**src/rtl/wb_burst_to_single.sv**
```systemverilog
// Burst-to-single Wishbone bridge: replays a cache burst request as a run of
// classic single-beat slave cycles with incrementing word addresses.
module wb_burst_to_single #(
    parameter int WB_AW = 32,
    parameter int WB_DW = 32,
    parameter int BL_W  = 8
) (
    input  logic                 mclk,
    input  logic                 rst_n,
    input  logic                 wbm_stb_i,
    input  logic [WB_AW-1:0]     wbm_adr_i,
    input  logic                 wbm_we_i,
    input  logic [WB_DW-1:0]     wbm_dat_i,
    input  logic [WB_DW/8-1:0]   wbm_sel_i,
    input  logic [BL_W-1:0]      wbm_bl_i,
    output logic [WB_DW-1:0]     wbm_dat_o,
    output logic                 wbm_ack_o,
    output logic                 wbm_lack_o,
    output logic                 wbm_err_o,
    output logic                 wbs_cyc_o,
    output logic                 wbs_stb_o,
    output logic [WB_AW-1:0]     wbs_adr_o,
    output logic                 wbs_we_o,
    output logic [WB_DW-1:0]     wbs_dat_o,
    output logic [WB_DW/8-1:0]   wbs_sel_o,
    input  logic [WB_DW-1:0]     wbs_dat_i,
    input  logic                 wbs_ack_i,
    input  logic                 wbs_err_i
);
    localparam int               SEL_W    = WB_DW / 8;
    localparam logic [WB_AW-1:0] ADR_STEP = WB_AW'(SEL_W);
    localparam logic [WB_AW-1:0] ADR_MASK = ~(WB_AW'(SEL_W - 1));

    typedef enum logic [1:0] {S_IDLE, S_XFER, S_DONE} state_t;

    state_t             r_state;
    logic [WB_AW-1:0]   r_adr;
    logic               r_we;
    logic [SEL_W-1:0]   r_sel;
    logic [BL_W-1:0]    r_rem;
    logic               r_cyc;
    logic               r_abort;

    logic               w_active;
    logic               w_abort;
    logic               w_last;
    logic               w_beat_end;

    // Once the cache drops stb mid-burst the bridge stays silent upstream,
    // even if stb comes back before the outstanding slave beat finishes.
    assign w_active   = (r_state == S_XFER) && r_cyc;
    assign w_abort    = r_abort || !wbm_stb_i;
    assign w_last     = (r_rem == BL_W'(1));
    assign w_beat_end = w_active && (wbs_ack_i || wbs_err_i);

    assign wbm_ack_o  = w_active && !w_abort && wbs_ack_i && !wbs_err_i;
    assign wbm_err_o  = w_active && !w_abort && wbs_err_i;
    assign wbm_lack_o = w_active && !w_abort && (wbs_err_i || (wbs_ack_i && w_last));
    assign wbm_dat_o  = wbs_dat_i;

    assign wbs_cyc_o  = r_cyc;
    assign wbs_stb_o  = r_cyc;
    assign wbs_adr_o  = r_adr;
    assign wbs_we_o   = r_we;
    assign wbs_sel_o  = r_sel;
    assign wbs_dat_o  = wbm_dat_i;

    always_ff @(posedge mclk or negedge rst_n) begin
        if (!rst_n) begin
            r_state <= S_IDLE;
            r_adr   <= '0;
            r_we    <= 1'b0;
            r_sel   <= '0;
            r_rem   <= '0;
            r_cyc   <= 1'b0;
            r_abort <= 1'b0;
        end else begin
            case (r_state)
                S_IDLE: begin
                    if (wbm_stb_i) begin
                        r_adr   <= wbm_adr_i & ADR_MASK;
                        r_we    <= wbm_we_i;
                        r_sel   <= wbm_sel_i;
                        r_rem   <= (wbm_bl_i == '0) ? BL_W'(1) : wbm_bl_i;
                        r_cyc   <= 1'b1;
                        r_abort <= 1'b0;
                        r_state <= S_XFER;
                    end
                end
                S_XFER: begin
                    if (!wbm_stb_i) begin
                        r_abort <= 1'b1;
                    end
                    if (w_beat_end) begin
                        if (w_abort) begin
                            r_cyc   <= 1'b0;
                            r_state <= S_IDLE;
                        end else if (wbs_err_i || w_last) begin
                            r_cyc   <= 1'b0;
                            r_state <= S_DONE;
                        end
                        if (wbs_ack_i && !wbs_err_i) begin
                            r_adr <= (r_adr + ADR_STEP) & ADR_MASK;
                            r_rem <= r_rem - BL_W'(1);
                        end
                    end
                end
                // Hold here until the cache releases stb so a burst is never replayed.
                S_DONE: begin
                    if (!wbm_stb_i) begin
                        r_state <= S_IDLE;
                    end
                end
                default: begin
                    r_state <= S_IDLE;
                end
            endcase
        end
    end
endmodule

```
**config.mk**
```make
export PLATFORM = sky130hd
export DESIGN_NAME = wb_burst_to_single
export DESIGN_NICKNAME = d
export VERILOG_FILES = /design/src/rtl/wb_burst_to_single.sv
export SDC_FILE = /design/constraint.sdc
export NUM_CORES = 1
export LEC_CHECK = 0
export ABC_AREA = 1
export ABC_CLOCK_PERIOD_IN_PS = 1700
export CAP_MARGIN = 20
export CORE_MARGIN = 2
export CORE_UTILIZATION = 30
export DETAILED_ROUTE_END_ITERATION = 16
export PLACE_DENSITY = 0.66
export SLEW_MARGIN = 10
export SYNTH_ARGS = -nofsm -noshare
export SYNTH_HDL_FRONTEND = slang
export SYNTH_SLANG_ARGS = --single-unit
```
**constraint.sdc**
```tcl
create_clock -name mclk -period 1.7 [get_ports mclk]
set_input_delay 0.34 -clock mclk [delete_from_list [all_inputs] [get_ports mclk]]
set_output_delay 0.34 -clock mclk [all_outputs]
set_load 0.005 [all_outputs]
```
== Word-level counts from Yosys, hierarchy flattened ==
Index checks and enable logic that the tools add are counted.
Cells by class
  reduce and logical (&&, ||, !) cells: 24
  equal/unequal tests: 9
  muxes and demuxes: 23
  add/sub/neg operators: 2
Operator list (count)
  two-way mux 32 bit: 3
  case mux 32 bit (2 select lines): 1
  adder 32 x 3 -> 32 bit, second input constant: 1
  two-way mux 8 bit: 4
  case mux 8 bit (2 select lines): 1
  AND reduction 4 bit: 3
  two-way mux 2 bit: 5
  logical AND 1 bit: 9
  equality test 8 x 1 -> 1 bit, second input constant: 1
  logical NOT 8 bit: 1
  != test 2 bit, second input constant: 4
  subtractor 8 x 1 -> 8 bit, second input constant: 1
  two-way mux 1 bit: 6
  case mux 2 bit (3 select lines): 1
  logical OR 1 bit: 4
  case mux 1 bit (2 select lines): 2
  logical NOT 1 bit: 3
  != test 3 x 2 -> 1 bit, second input constant: 1
  AND reduction 3 bit: 1
  equality test 2 x 1 -> 1 bit, second input constant: 1
  equality test 2 bit, second input constant: 1
  logical NOT 2 bit: 1
  != test 2 x 1 -> 1 bit, second input constant: 1
  AND reduction 2 bit: 1
  nonzero test 2 bit: 1
Storage, ports and cells
  word-level logic and storage cells: 65
  bits in registers: 49
  output and inout port bits: 106

== Longest topological paths before layout ==
Gate-level depths: netlist of the first run.
  word-level depth: 6
  gate-level depth with buffers: 10
  depth with buffers taken out: 10

== Worst setup path before layout of the first run ==
No wires, ideal clock.
  path kind: flip-flop to flip-flop
  start point: reg r_adr[3] (netlist: wbs_adr_o[3])
  end point: reg r_adr[26] (netlist: wbs_adr_o[26])
  period minus slack after synthesis: 1.486 ns
  arrival: 1.370 ns
  cell stages (with the launch flop): 11
  library setup time: 0.116 ns
  data required time: 1.584 ns
  path slack: 0.214 ns
  path through: dfrtp_1 > ha_1 > nand2_1 > nor2_2 > nand2_1 > nor2_2 > nand2_1 > nand2_1 > nand3_1 > nand2_1 > nand2_1
On the way
  word-level cells in the longest chain between the ends: 4
RTL lines
  from (decl): line 37  | logic [WB_AW-1:0] r_adr;
  from (signal assigned): line 81  | r_adr <= wbm_adr_i & ADR_MASK;
  from (signal assigned): line 103  | r_adr <= (r_adr + ADR_STEP) & ADR_MASK;
  adder 32 x 3 -> 32 bit: line 103
  two-way mux 32 bit: line 102  | if (wbs_ack_i && !wbs_err_i) begin
  two-way mux 32 bit: line 94  | if (w_beat_end) begin
  case mux 32 bit (2 select lines): line 78  | case (r_state)
Every way passes these cells. The select of a mux whose other input is x is not followed.
A chain may end at the register's enable or synchronous reset.

== Worst setup path after layout of the first run ==
  start point: reg r_state[1]
  end point: out wbm_lack_o
On the way
  word-level cells in the longest chain between the ends: 4
RTL lines
  from (decl): line 36  | state_t r_state;
  from (signal assigned): line 70  | r_state <= S_IDLE;
  from (signal assigned): line 87  | r_state <= S_XFER;
  from (signal assigned): line 97  | r_state <= S_IDLE;
  equality test 2 x 1 -> 1 bit: line 51  | assign w_active = (r_state == S_XFER) && r_cyc;
  logical AND 1 bit: line 51
  logical AND 1 bit (2 in a row): line 58  | assign wbm_lack_o = w_active && !w_abort && (wbs_err_i || (wbs_ack_i && w_last));
  to (decl): line 18  | output logic wbm_lack_o,
Every way passes these cells.

==> results of run 1 <==
[worst max-delay path, cell delays in order, from the launching register on]
cell	delay, ps
dfrtp_1	400
buf_6	130
nor2_4	130
nand3_2	110
a21oi_2	130
nand2_1	70
nor2_1	80
buf_2	120
[sequential cells by signal, indices dropped and copies added (netlist names)]
register and flops:
r_abort 1, r_state 2, wbs_adr_o 30, r_rem 8, wbs_sel_o 4, wbs_we_o 1
wbs_cyc_o 1
[power by group through the flow]
stage          Combinational, W  Sequential, W  Clock, W
5_1_grt                 0.00636        0.00237   0.00108
2_1_floorplan           0.00291        0.00223         0
3_5_place_dp            0.00493        0.00228         0
4_1_cts                 0.00503        0.00228   0.00103
3_3_place_gp            0.00489        0.00228         0
6_report                0.00568        0.00227   0.00101
[area by class of cell]
class	instances	area, um2
sequential	47	1180
fill	1262	7120
inverter	51	194
clock buffer	6	139
clock inverter	1	5.00
multi-input combinational	408	1910
timing repair buffer	142	1410
tap	168	210
[metal layers]
layer / vias to the layer above / GRT usage, % / part of all wire (%)
met1: 1670 / 19.8 / 45
met5: - / 0 / 0
li1: 1910 / - / -
met3: 11 / 4.05 / 6.4
met4: 0 / 3.49 / 0.82
met2: 90 / 26.3 / 48
[placed cells by master, fill, tap and decap left out, types with 7 or more instances in the layout]
cell type and n:
nand2_1 185, clkdlybuf4s50_1 80, nor2_1 75, inv_1 47, dfrtp_1 47, nand3_1 41, buf_4 40, o21ai_0 17
nor2_2 17, o21ai_1 7, clkbuf_16 7, buf_12 7
[final timing paths]
path                                                from                        end  slack [ps]  depth (start not counted)
worst max-delay path              r_state[1]$_DFFE_PN0P_                 wbm_lack_o        -110                          7
worst min-delay path                               rst_n  wbs_adr_o[13]$_DFFE_PN0P_          30                          2
worst max register to register    r_state[1]$_DFFE_PN0P_   wbs_adr_o[3]$_DFFE_PN0P_         -50                         10
worst min register to register  wbs_sel_o[2]$_DFFE_PN0P_   wbs_sel_o[2]$_DFFE_PN0P_         480                          2
max in group asynchronous                          rst_n  wbs_adr_o[10]$_DFFE_PN0P_        1450                          2
min in group mclk               wbs_sel_o[2]$_DFFE_PN0P_   wbs_sel_o[2]$_DFFE_PN0P_         480                          2
[what timing repair did]
action | in CTS | in global routing
gates resized for setup | 24 | 37
setup buffers | 6 | 8
cloned | 0 | 4
endpoints found under the setup margin | 8 | 35
pin swaps | 7 | 8
[kinds of logic (layout without fill, tap and decap cells)]
kind of cell             after synthesis  after routing  synth area share, %
AO/OA/AOI/OAI                         56             56                 8.66
XOR/XNOR                               3              3                0.697
adder cells (fa/ha/maj)                3              3                0.995
buffers and inverters                134            200                 21.3
flip-flops                            47             47                 31.2
other                                  1              2               0.0994
AND/OR/NAND/NOR                      344            344                 37.0
[metrics by stage]
step | setup slack [ps] | cell area, um2 | power (W)
2_1_floorplan | 214 | 3780 | 0.00514
4_1_cts | -74.6 | 4770 | 0.00833
6_report | -115 | 5040 | 0.00896
3_3_place_gp | -560 | 4570 | 0.00716
3_5_place_dp | -626 | 4570 | 0.00721
5_1_grt | -250 | 5040 | 0.00981
==> out/metrics.csv, run 1 <==
metric,value,unit
register bit total from synthesis,47,
Layout area overhead,33.6,%
hold buffers post-CTS,0,
"top cells by count, synth","nand2_1, nor2_1, buf_4",
failing checks,negative setup slack,
routed vias,3681,
final worst setup slack,-115,ps
syn avg cell area,6.42,um2
Worst Hold Class,primary input to asynchronous set/reset pin,
required time worst endpoint,1360,ps
I/O pin count,220,
total grt overflow,0,
row cnt,40,
PD cells,1780,mW/mm2
nature of the critical path startpoint,flip-flop,
Mapped Area,0.00377,mm2
CTS tree,built,
Yosys cell types,30,
final-report setup violation count,14,
ANT nets after route,0,
Final Util,41.4,%
TNS Setup,-389,ps
latest clock arrival within the worst-skew pair,290,ps
Max-Cap Viols,0,
CTS root buffer,clkbuf_16,
htree depth,2,
prevailing post-synth register cell,dfrtp_1,
Net Sw Frac,43.2,%
WL final,10300,um
max-slew violation count,0,
maximum number of pins on one net before global-route repair,49,
"Max FO, Critical Path",3,
Die Y,116,um
clock skew,6.12,ps
Post-Syn Instances,588,
Psw,0.00387,W
arrival time of the worst setup path,1470,ps
Horiz. Die Dim,116,um
LEAKAGE,2.31,nW
Die ar.,0.0135,mm2
Yosys top cell area share,31.2,%
Final Non-Filler Cells,823,
Ant. Diodes,0,
peak supply drop,0.00115,V
Flop pwr share,25.3,%
power share of the clock group,11.3,%
cell taking the most area after synthesis,dfrtp_1,
core area,0.0122,mm2
combinational fraction of design power,63.4,%
"Seq/Total Area, Yosys",31.2,%
Final min period,1810,ps
vias in the first global route,3575,
most common cell in the netlist,nand2_1,
Clock Path Buffers,2,
via-per-instance ratio,4.47,
clock sink count,47,
All-Layer GR Usage,15.4,%
FMAX,551,MHz
CP Capture Type,output pin,
RSZ-0062 raised after global routing,yes,
Post-synth ARST share,100,%
status,finished with violations,
placed cell count,798,
Synth area leaders,"dfrtp_1, nand2_1, buf_4",
Setup CP Type,flip-flop to output pin,
"EDFF count, synth",0,
initial antenna violation count,0,
GPL Wtd Cong,0.880,
Detailed Place HPWL,7260,um
Buffers on Ports,87,
DRT Pass-1 Iters,4,
Internal Power,0.00509,W
Synth warnings,0,
period utilization,107,%
DRC,0,
nets@finish,772,
Hold Slack,28.3,ps
final hold viol count,0,
TritonCTS Buffers,5,
routed length per instance,12.6,um
layout cells sized above 1,16.5,%
first-pass GRT wire length,16800,um
"CTS clk-pin slew, worst paths",70,ps
Initial Util,31.0,%
Iteration-0 DRC Markers,173,
Note: power is estimated with default switching activity, not from simulation.
==> inputs of run 2 (changes only) <==
--- a/config.mk
+++ b/config.mk
@@ -5,13 +5,12 @@
 export SDC_FILE = /design/constraint.sdc
 export NUM_CORES = 1
 export LEC_CHECK = 0
-export ABC_AREA = 1
 export ABC_CLOCK_PERIOD_IN_PS = 1700
 export CAP_MARGIN = 20
 export CORE_MARGIN = 2
 export CORE_UTILIZATION = 30
 export DETAILED_ROUTE_END_ITERATION = 16
-export PLACE_DENSITY = 0.66
+export PLACE_DENSITY = 0.69
 export SLEW_MARGIN = 10
 export SYNTH_ARGS = -nofsm -noshare
 export SYNTH_HDL_FRONTEND = slang
==> out/metrics.csv, run 2 <==
metric,value,unit,change
most common cell in the netlist,buf_4,,was nand2_1
layout cells sized above 1,34.5,%,was 16.5%
"Seq/Total Area, Yosys",35.2,%,was 31.2%
register bit total from synthesis,47,,unchanged
Clock Path Buffers,2,,unchanged
Ant. Diodes,0,,unchanged
Layout area overhead,52.2,%,was 33.6%
htree depth,2,,unchanged
Design Power,0.00225,W,was 0.00896 W
TNS Setup,-442,ps,was -389 ps
syn avg cell area,8.12,um2,was 6.42 um2
nets@finish,632,,was 772
crit-path cells,or3_4 > nor4_4 > a21oi_2 > nor2_1 > buf_2,,was buf_6 > nor2_4 > nand3_2 > a21oi_2 > nand2_1 > nor2_1 > buf_2
PD cells,442,mW/mm2,was 1780 mW/mm2
RSZ-0062 raised after global routing,yes,,unchanged
Iteration-0 DRC Markers,116,,was 173
Yosys cell types,51,,was 30
TritonCTS Buffers,5,,unchanged
Final Util,47.0,%,was 41.4%
latest clock arrival within the worst-skew pair,300,ps,was 290 ps
Crit-path slowest cell,or3_4,,was dfrtp_1
Die ar.,0.0120,mm2,was 0.0135 mm2
Worst Path Buf+Inv,1,,was 2
CP peak stage delay,400,ps,about the same
period utilization,115,%,was 107%
most frequent cells in the layout,"buf_4, clkdlybuf4s50_1, nand2_1",,"was nand2_1, clkdlybuf4s50_1, nor2_1"
Post-synth ARST share,100,%,unchanged
clock skew,10.9,ps,was 6.12 ps
"most common cell after layout, fill and taps aside",buf_4,,was nand2_1
Initial Util,30.9,%,was 31.0%
prevailing post-synth register cell,dfrtp_1,,unchanged
max-slew violation count,0,,unchanged
final-report setup violation count,8,,was 14
row cnt,38,,was 40
Die Y,110,um,was 116 um
CTS tree,built,,unchanged
Synth warnings,0,,unchanged
All-Layer GR Usage,16.8,%,was 15.4%
Top delay family on crit path,simple AND/OR/NAND/NOR gates,,was flip-flops
Horiz. Die Dim,110,um,was 116 um
final hold viol count,0,,unchanged
core area,0.0108,mm2,was 0.0122 mm2
Worst Hold Class,primary input to asynchronous set/reset pin,,unchanged
total grt overflow,0,,unchanged
hold buffers post-CTS,0,,unchanged
Reg-to-Reg End,wbs_adr_o[22]$_DFFE_PN0P_,,was wbs_adr_o[3]$_DFFE_PN0P_
routed length per instance,16.2,um,was 12.6 um
routed vias,3386,,"was 3,681"
"CTS clk-pin slew, worst paths",90,ps,was 70 ps
r2r setup slk,-60,ps,was -50 ps
Buffers on Ports,87,,unchanged
WL final,10600,um,"was 10,300 um"
via-per-instance ratio,5.16,,was 4.47
Post-Syn Instances,412,,was 588
post-route cell area,0.00509,mm2,was 0.00504 mm2
status,finished with violations,,unchanged
ANT nets after route,0,,unchanged
DRT Pass-1 Iters,5,,was 4
vias in the first global route,3308,,"was 3,575"
I/O pin count,220,,unchanged
Setup CP Type,flip-flop to output pin,,unchanged
required time worst endpoint,1360,ps,about the same
Yosys top cell area share,35.2,%,was 31.2%
Max-Cap Viols,0,,unchanged
dpl cell area,0.00440,mm2,was 0.00457 mm2
arrival time of the worst setup path,1610,ps,was 1470 ps
maximum number of pins on one net before global-route repair,38,,was 49
Mapped Area,0.00335,mm2,was 0.00377 mm2
peak supply drop,0.000327,V,was 0.00115 V
reg-to-reg startpoint,wbs_adr_o[3]$_DFFE_PN0P_,,was r_state[1]$_DFFE_PN0P_
CP Capture Type,output pin,,unchanged
"EDFF count, synth",0,,unchanged
FMAX,512,MHz,was 551 MHz
failing checks,negative setup slack,,unchanged
Detailed Place HPWL,7340,um,was 7260 um
final worst setup slack,-252,ps,was -115 ps
LEAKAGE,2.34,nW,was 2.31 nW
Synth area leaders,"dfrtp_1, buf_4, a21oi_1",,"was dfrtp_1, nand2_1, buf_4"
initial antenna violation count,0,,unchanged
actual slew at the worst max-slew pin,586,ps,
"top cells by count, synth","buf_4, dfrtp_1, nand2_1",,"was nand2_1, nor2_1, buf_4"
slew margin rel.,60.9,%,
Final min period,1950,ps,was 1810 ps
GPL Wtd Cong,0.809,,was 0.880
DRC,0,,unchanged
nature of the critical path startpoint,flip-flop,,unchanged
clock sink count,47,,unchanged
CTS root buffer,clkbuf_8,,was clkbuf_16
first-pass GRT wire length,16200,um,"was 16,800 um"
cell taking the most area after synthesis,dfrtp_1,,unchanged
worst r2r path cells,8,,was 10
"Max FO, Critical Path",2,,was 3
dpl ws,-509,ps,was -626 ps
Largest register FFs,30,,unchanged
run 2: kinds of logic after synthesis:
logic type / count (synthesis) / synth area share, %
fa+ha+maj: 3 / 1.12
simple gates: 144 / 22.8
buf+inv: 96 / 18.4
mux: 1 / 0.299
flops: 47 / 35.2
other cells: 1 / 0.112
compound gates: 120 / 22.1
run 2: worst register-to-register path, stage by stage, from the launching register on:
cell	delay (ps)
dfrtp_1	390
buf_6	120
ha_4	120
nand4_1	200
nor4_4	280
buf_6	180
nand4_1	90
a21oi_1	140
a2bb2oi_1	170
run 2: worst max-delay path by stage:
| stage | from | endpoint | cells past startpoint |
|---|---|---|---|
| after global routing | r_rem[4]$_DFFE_PN0P_ | wbm_lack_o | 5 |
| after floorplan | wbs_adr_o[2]$_DFFE_PN0P_ | wbs_adr_o[28]$_DFFE_PN0P_ | 6 |
| after CTS | r_rem[4]$_DFFE_PN0P_ | wbm_lack_o | 5 |
| after global placement | wbm_stb_i | wbm_ack_o | 5 |
| after detailed placement | wbm_stb_i | wbm_ack_o | 5 |
| final | r_rem[4]$_DFFE_PN0P_ | wbm_lack_o | 5 |
run 2: layout make-up:
class,count,area (um2)
timing repair buffer,183,1710
sequential,47,1180
clock inverter,3,25.0
fill,1022,5750
tap,140,175
clock buffer,5,68.8
inverter,8,30.0
multi-input combinational,270,1900
run 2: power by group:
group / internal, W / leakage [nW] / switching [W] / total (W)
Combinational: 0.000230 / 1.70 / 0.000135 / 0.000365
Sequential: 0.00115 / 0.595 / 0.0000264 / 0.00117
Clock: 0.000295 / 0.0443 / 0.000418 / 0.000713
Total: 0.00167 / 2.34 / 0.000579 / 0.00225
run 2: what timing repair did:
item	4_1_cts	5_1_grt
pin swaps	31	23
buffers inserted	24	9
gates cloned	1	0
gates resized for setup	52	82
endpoints found under the setup margin	36	57
run 2: metal layers:
layer / track usage (%) / part of all wire (%) / vias up
met5: 0 / 0 / -
met4: 4.34 / 1.4 / 0
met3: 3.02 / 5.9 / 30
met2: 28.8 / 50 / 121
met1: 21.9 / 43 / 1612
li1: - / - / 1623
run 2: per-stage QoR:
| stage | std cells | hold WS [ps] |
|---|---|---|
| CTS | 653 | 41.6 |
| global placement | 626 | 372 |
| global route | 656 | 56.3 |
| finish | 656 | 31.4 |
| floorplan | 413 | 44.4 |
| detailed placement | 626 | 375 |
==> inputs of run 3 (changes only) <==
--- a/config.mk
+++ b/config.mk
@@ -5,12 +5,13 @@
 export SDC_FILE = /design/constraint.sdc
 export NUM_CORES = 1
 export LEC_CHECK = 0
+export ABC_AREA = 1
 export ABC_CLOCK_PERIOD_IN_PS = 1700
 export CAP_MARGIN = 20
 export CORE_MARGIN = 2
-export CORE_UTILIZATION = 30
+export CORE_UTILIZATION = 32
 export DETAILED_ROUTE_END_ITERATION = 16
-export PLACE_DENSITY = 0.69
+export PLACE_DENSITY = 0.7
 export SLEW_MARGIN = 10
 export SYNTH_ARGS = -nofsm -noshare
 export SYNTH_HDL_FRONTEND = slang
==> out/metrics.csv, run 3 (synthesized netlist as in run 1, its figures left out) <==
metric,value,unit,change
status,finished with violations,,unchanged
Layout area overhead,33.3,%,was 52.2%
"CTS clk-pin slew, worst paths",70,ps,was 90 ps
RSZ-0062 raised after global routing,yes,,unchanged
total grt overflow,0,,unchanged
Setup CP Type,flip-flop to output pin,,unchanged
multi-input logic area,0.00199,mm2,was 0.00190 mm2
Net Sw Frac,44.1,%,was 25.7%
most frequent cells in the layout,"nand2_1, clkdlybuf4s50_1, nor2_1",,"was buf_4, clkdlybuf4s50_1, nand2_1"
met3 GRT Util,4.10,%,was 3.02%
row cnt,39,,was 38
Initial Util,32.9,%,was 30.9%
Reg-to-Reg End,wbs_adr_o[7]$_DFFE_PN0P_,,was wbs_adr_o[22]$_DFFE_PN0P_
dpl ws,-546,ps,was -509 ps
hold buffers post-CTS,0,,unchanged
CTS tree,built,,unchanged
CP peak stage delay,400,ps,about the same
"most common cell after layout, fill and taps aside",nand2_1,,was buf_4
clock skew,3.78,ps,was 10.9 ps
grt met1 use,20.4,%,was 21.9%
Max-Cap Viols,0,,unchanged
layer with the highest usage,met2,,unchanged
GPL Wtd Cong,0.867,,was 0.809
PD cells,1760,mW/mm2,was 442 mW/mm2
Buffers on Ports,87,,unchanged
final worst setup slack,-57.1,ps,was -252 ps
Ant. Diodes,0,,unchanged
failing checks,negative setup slack,,unchanged
reg-to-reg startpoint,r_state[1]$_DFFE_PN0P_,,was wbs_adr_o[3]$_DFFE_PN0P_
crit-path cells,buf_6 > nor2_4 > nand3_2 > a21oi_2 > nand2_2 > nor2_2 > buf_2,,was or3_4 > nor4_4 > a21oi_2 > nor2_1 > buf_2
Worst Path Buf+Inv,2,,was 1
ANT nets after route,0,,unchanged
Final Util,43.8,%,was 47.0%
worst r2r path cells,10,,was 8
Internal Power,0.00495,W,was 0.00167 W
crit path from,r_state[1]$_DFFE_PN0P_,,was r_rem[4]$_DFFE_PN0P_
period utilization,103,%,was 115%
power share of the clock group,11.0,%,was 31.7%
Die Y,113,um,was 110 um
combinational fraction of design power,63.2,%,was 16.2%
LEAKAGE,2.32,nW,was 2.34 nW
Detailed Place HPWL,7140,um,was 7340 um
maximum number of pins on one net before global-route repair,52,,was 38
Filler Cells Inserted,1160,,"was 1,022"
final-report setup violation count,2,,was 8
CP Capture Type,output pin,,unchanged
DRC,0,,unchanged
met2 GRT Util,26.2,%,was 28.8%
I/O pin count,220,,unchanged
max-slew violation count,0,,unchanged
Clock Path Buffers,2,,unchanged
routed length per instance,12.5,um,was 16.2 um
core area,0.0115,mm2,was 0.0108 mm2
arrival time of the worst setup path,1420,ps,was 1610 ps
latest clock arrival within the worst-skew pair,290,ps,was 300 ps
required time worst endpoint,1360,ps,about the same
Psw,0.00390,W,was 0.000579 W
layout cells sized above 1,18.2,%,was 34.5%
nature of the critical path startpoint,flip-flop,,unchanged
Largest register FFs,30,,unchanged
routed vias,3688,,"was 3,386"
FMAX,569,MHz,was 512 MHz
r2r setup slk,20,ps,was -60 ps
Iteration-0 DRC Markers,204,,was 116
vias in the first global route,3492,,"was 3,308"
DRT Pass-1 Iters,6,,was 5
Die ar.,0.0127,mm2,was 0.0120 mm2
first-pass GRT wire length,16600,um,"was 16,200 um"
Horiz. Die Dim,113,um,was 110 um
All-Layer GR Usage,15.7,%,was 16.8%
final hold viol count,0,,unchanged
CTS root buffer,clkbuf_16,,was clkbuf_8
Seq. cell area,0.00118,mm2,about the same
WL final,9970,um,"was 10,600 um"
via-per-instance ratio,4.63,,was 5.16
Worst Hold Class,primary input to asynchronous set/reset pin,,unchanged
Final min period,1760,ps,was 1950 ps
initial antenna violation count,0,,unchanged
TritonCTS Buffers,5,,unchanged
clock sink count,47,,unchanged
Flop pwr share,25.8,%,was 52.1%
htree depth,2,,unchanged
Crit-path slowest cell,dfrtp_1,,was or3_4
"Max FO, Critical Path",2,,unchanged
Top delay family on crit path,flip-flops,,was simple AND/OR/NAND/NOR gates
peak supply drop,0.00102,V,was 0.000327 V
nets@finish,769,,was 632
## run 3: cell types whose count changed in the layout (fill, tap and decap cells not counted), moves of 16 or more
cell,change
nand2_1,+135
nand3_1,+22
a21oi_1,-22
inv_1,+41
nor2_1,+57
clkdlybuf4s50_1,+16
buf_4,-37
## run 3: worst max path at each step
stage / end / cells after the start
floorplan: wbs_adr_o[26]$_DFFE_PN0P_ / 10
global placement: wbm_ack_o / 6
detailed placement: wbm_ack_o / 6
CTS: wbm_lack_o / 7
global route: wbm_lack_o / 8
finish: wbm_lack_o / 7
## run 3: what timing repair did
item | CTS | global route
gates resized for setup | 26 | 63
pin swaps | 6 | 14
setup buffers | 4 | 7
endpoints found under the setup margin | 20 | 23
cloned | 0 | 2
## run 3: area by class of cell
class                           count  area share [%]
Clock buffer                        5            2.49
Clock inverter                      3           0.299
Inverter                           51            3.86
Multi-Input combinational cell    408            39.6
Sequential cell                    47            23.4
Tap cell                          143            3.56
Timing Repair Buffer              139            26.7
## run 3: per-layer routing
layer	vias to the layer above	wire length, um
met3	12	668
met2	104	4780
met4	0	139
met1	1667	4390
met5	-	0
li1	1905	-
## run 3: power by group through the flow
stage               combinational (W)  sequential (W)  clock [W]
floorplan                     0.00291         0.00223          0
global placement              0.00481         0.00226          0
detailed placement            0.00486         0.00227          0
CTS                           0.00501         0.00226    0.00101
global route                  0.00630         0.00238    0.00105
finish                        0.00560         0.00229   0.000972
## run 3: metrics by stage
stage          std cells  total power (W)  instance area, um2  hold slack (ps)  setup TNS [ps]
4_1_cts              787          0.00828                4730             48.3            -109
6_report             796          0.00886                5030             35.8           -85.5
3_3_place_gp         775          0.00707                4530              359          -10900
3_5_place_dp         775          0.00714                4530              350          -12500
2_1_floorplan        589          0.00514                3780             44.4               0
5_1_grt              796          0.00973                5030             61.4            -826
